<file path="src/rtl/seq_unsigned_multiply.sv">
// seq_unsigned_multiply: shift-add unsigned multiplier retiring BPC multiplier bits per cycle behind valid/ready handshakes.
module seq_unsigned_multiply #(
    parameter int A_WIDTH = 5,
    parameter int B_WIDTH = 5,
    parameter int BPC     = 1
) (
    input  logic                       clk,
    input  logic                       rst_n,
    input  logic                       in_valid,
    output logic                       in_ready,
    input  logic [A_WIDTH-1:0]         dataa,
    input  logic [B_WIDTH-1:0]         datab,
    output logic                       out_valid,
    input  logic                       out_ready,
    output logic [A_WIDTH+B_WIDTH-1:0] dataout,
    output logic                       busy
);
    localparam int STEPS = (B_WIDTH + BPC - 1) / BPC;
    localparam int PW    = STEPS * BPC;
    localparam int P     = A_WIDTH + B_WIDTH;
    localparam int W     = A_WIDTH + PW;
    localparam int SW    = (STEPS > 1) ? $clog2(STEPS) : 1;
    typedef enum logic [1:0] {IDLE, BUSY, DONE} state_t;
    state_t             state_q, state_d;
    logic [A_WIDTH-1:0] mcand_q, mcand_d;
    logic [PW-1:0]      mplier_q, mplier_d;
    logic [P-1:0]       acc_q, acc_d, pp;
    logic [SW-1:0]      step_q, step_d;
    logic               out_valid_q, out_valid_d, busy_q, busy_d;
    assign in_ready  = (state_q == IDLE) || (state_q == DONE && out_ready);
    assign out_valid = out_valid_q;
    assign busy      = busy_q;
    assign dataout   = acc_q;
    // Every partial sum is bounded by the final product, so truncating to P bits is exact.
    assign pp = P'((W'(mcand_q) * W'(mplier_q[BPC-1:0])) << (step_q * BPC));
    always_comb begin
        state_d  = state_q;
        mcand_d  = mcand_q;
        mplier_d = mplier_q;
        acc_d    = acc_q;
        step_d   = step_q;
        if (state_q == BUSY) begin
            acc_d    = acc_q + pp;
            mplier_d = mplier_q >> BPC;
            step_d   = step_q + SW'(1);
            state_d  = (step_q == SW'(STEPS - 1)) ? DONE : BUSY;
        end else if (in_valid && in_ready) begin
            mcand_d  = dataa;
            mplier_d = PW'(datab);
            acc_d    = '0;
            step_d   = '0;
            state_d  = BUSY;
        end else if (state_q == DONE && out_ready) begin
            state_d  = IDLE;
        end
        out_valid_d = (state_d == DONE);
        busy_d      = (state_d == BUSY);
    end
    always_ff @(posedge clk or negedge rst_n) begin
        if (!rst_n) begin
            state_q     <= IDLE;
            mcand_q     <= '0;
            mplier_q    <= '0;
            acc_q       <= '0;
            step_q      <= '0;
            out_valid_q <= 1'b0;
            busy_q      <= 1'b0;
        end else begin
            state_q     <= state_d;
            mcand_q     <= mcand_d;
            mplier_q    <= mplier_d;
            acc_q       <= acc_d;
            step_q      <= step_d;
            out_valid_q <= out_valid_d;
            busy_q      <= busy_d;
        end
    end
endmodule

</file>
<file path="config.mk">
export PLATFORM = sky130hd
export DESIGN_NAME = seq_unsigned_multiply
export DESIGN_NICKNAME = d
export VERILOG_FILES = /design/src/rtl/seq_unsigned_multiply.sv
export SDC_FILE = /design/constraint.sdc
export NUM_CORES = 1
export LEC_CHECK = 0
export BUFFER_PORTS_ARGS = -buffer_cell sky130_fd_sc_hd__buf_2
export CORE_ASPECT_RATIO = 1.1
export CORE_MARGIN = 2
export CORE_UTILIZATION = 44
export DETAILED_ROUTE_END_ITERATION = 12
export PLACE_DENSITY = 0.61
export SKIP_CTS_REPAIR_TIMING = 1
export SLEW_MARGIN = 5
export SYNTH_ARGS = -nofsm -noshare
export SYNTH_HDL_FRONTEND = slang
export SYNTH_SLANG_ARGS = --single-unit
</file>
<file path="constraint.sdc">
create_clock -name clk -period 2.98 [get_ports clk]
set_clock_uncertainty 0.1 [all_clocks]
set_input_delay 0.894 -clock clk [delete_from_list [all_inputs] [get_ports clk]]
set_output_delay 0.894 -clock clk [all_outputs]
set_load 0.01 [all_outputs]
</file>
==> metrics <==
synthesized netlist cell count 199; Post-synth EDFFs 0; Worst EP required between 3 and 4 ns; Pre-Repair DR Iteration Count 4; Lkg Pwr approximately 0.001 uW; GRT Overall Usage 0.181; CORE AREA ~4000 sq um; fraction of layout cells with a size suffix above 1 0.218; via count between 1k and 1.5k; Iter 0 DRT Violations 53; CP Class register to register; syn nets around 230; deepest clock path buffer count 2; Async SR Flop Fraction 1.00; Worst-Margin Slew about 0.74 ns; die footprint between 4000 and 5000 sq um; H-tree depth 1; Power, Total around 2000 uW; Final period util 0.925; Worst Setup Start Kind register; Num CTS Buffers 3; main flop type after synthesis dfrtp_1; sequential share of the synthesized area 0.385; Worst slew margin 0.504; WL per Instance between 10 and 15 microns; CTS tree done; DR vias/cell ~5.3; Yosys top cell area share 0.385; CP cell instances mux2_1, nand2_1, or3_1, fa_1, nor2b_1, o21ai_2, a21boi_2, o41ai_2, nor3b_1, o31ai_1; most area-consuming cells after synthesis dfrtp_1, nand2_1, ha_1; largest net degree at the start of global routing 28; IO Port Bufs 26; Initial Util 0.450; Clock transition at path regs around 0.10 ns; slowest stage delay, CP approximately 0.47 ns; largest family of logic cells by synthesized area simple AND/OR/NAND/NOR gates; Inst Count DP 271; Detail Route Antenna Nets 0; worst hold path class register to register; crit path max fanout 7; Setup violations, final 0; Pwr per Cell Area 1010 nW/um^2; CP endpoint kind register; DIE HEIGHT around 70 microns; Max Cap Violations 0; GP Congestion ~0.86; Die Wd 64.2 microns; outcome completed; Synth area leader dfrtp_1; Synth Area in Simple Gates 0.229; Final TNS setup 0 ns; CP bufs+invs 0; worst hold slack slightly below 0.4 ns; syn_area_per_cell ~8.8 sq um; Fmax roughly 0.36 GHz; post-synthesis cell area ~1800 sq um; Post-Route WL 3810 microns; RSZ-0062 raised after global routing no; DP HPWL between 2000 and 3000 microns; Synth Area in Adders 0.0898; Final Hold Vio Count 0; clk sinks 27; mux contribution to synthesized area 0.0392; Compound-Gate Fraction of Synth Area 0.185; nets around 250; antenna fix cells 0; Final Slew Violations 0; drc violations 0; xor/xnor share of the synthesized area 0.0249; first-pass GRT wire length between 6000 and 7000 microns; vias in the first global route 1361; arrival time worst endpoint ~2.8 ns; CP delay by family, top simple AND/OR/NAND/NOR gates; Non-Filler Instances roughly 280; Clock Latency Late Sink between 0.2 and 0.3 ns; IO Count 27; Final min period ~2.8 ns; area growth from synthesis to layout 14.0%; clock root buffer clkbuf_8; Synth cell types 48; initial antenna violation count 0; std cell rows 24; Max VDD drop between 0.0004 and 0.0005 V; Yosys reg bits 27; slowest CP cell dfrtp_2; synthesis warning total 0; total gr overflow 0
cells by family after synthesis:
kind of cell,Yosys count
AOI/OAI and AO/OA,47
xor gates and xnor gates,5
adders and majority gates,12
buffers and inverters,18
DFF,27
muxes,5
and+or+nand+nor,85
worst paths after layout:
check | slack [ns] | cells past startpoint | startpoint | end
min in group asynchronous | 0.50 | 1 | rst_n | mplier_q[1]
max in group asynchronous | 1.85 | 1 | rst_n | step_q[0]
hold reg to reg | 0.39 | 2 | mplier_q[3] | mplier_q[3]
hold / removal | 0.39 | 2 | mplier_q[3] | mplier_q[3]
setup / recovery | 0.22 | 10 | step_q[0] | dataout[8]
setup reg to reg | 0.22 | 10 | step_q[0] | dataout[8]
sequential cells by signal (all words and copies together) (netlist names):
register / cells
state_q: 2
dataout: 10
out_valid: 1
mplier_q: 5
busy: 1
mcand_q: 5
step_q: 3
metal layers:
layer / part of all wire / vias to the layer above / wire length (microns) / global-route usage
li1: - / 744 / - / -
met1: 0.46 / 701 / 1740 / 0.234
met2: 0.50 / 28 / 1900 / 0.306
met3: 0.030 / 5 / 114 / 0.0242
met4: 0.016 / 0 / 61 / 0.0686
met5: 0 / - / 0 / 0
power by group:
group | internal [uW] | switching [uW] | leakage [uW]
sequential | 529 | 164 | 0.000343
clock | 95.4 | 127 | 0.0000217
combinational | 461 | 636 | 0.000624
total | 1080 | 927 | 0.000988
layout by cell type, fill, tap and decap left out, types with 2 or more instances in the layout:
cell,n
nor3b_1,2
nor2_1,6
a22oi_1,4
buf_4,7
o21ai_0,2
and2_1,3
nand4_1,2
clkbuf_8,3
inv_1,6
xnor2_1,2
o22ai_1,4
o21a_1,4
a21oi_1,4
a21o_1,4
a31oi_1,2
nor2b_1,4
o21ai_1,10
nand2_1,45
ha_1,11
dfrtp_1,26
a21boi_0,2
buf_2,26
nand2b_1,5
o31ai_1,3
mux2_1,2
xor2_1,3
nand3_1,10
Yosys cell counts, types with 4 or more instances:
cell and n:
a21o_1 4, a21oi_1 4, a22oi_1 4, clkbuf_1 6, dfrtp_1 27, ha_1 11
inv_1 6, nand2_1 45, nand2b_1 5, nand3_1 10, nor2_1 6, nor2b_1 4
o21a_1 4, o21ai_1 10, o22ai_1 4
tightest hold or removal path, stage by stage (launching register included):
cell and delay (ns):
dfrtp_1 0.36, nand2_1 0.05, nand2_1 0.06
final cells by class:
cell class,instances,area (sq um)
Multi-Input combinational cell,154,1000
Tap cell,52,65.1
Clock inverter,1,7.51
Clock buffer,3,41.3
Inverter,7,26.3
Fill cell,379,1900
Sequential cell,27,677
Timing Repair Buffer,33,183
stage by stage:
| stage | cell area [sq um] | setup WS, ns | util |
|---|---|---|---|
| 3_3_place_gp | 1930 | 0.210 | 0.495 |
| 5_1_grt | 2000 | 0.0313 | 0.513 |
| 4_1_cts | 1980 | 0.138 | 0.507 |
| 6_report | 2000 | 0.222 | 0.513 |
| 3_5_place_dp | 1930 | 0.164 | 0.495 |
| 2_1_floorplan | 1760 | 0.323 | - |
Power figures use the tool's default switching activity.
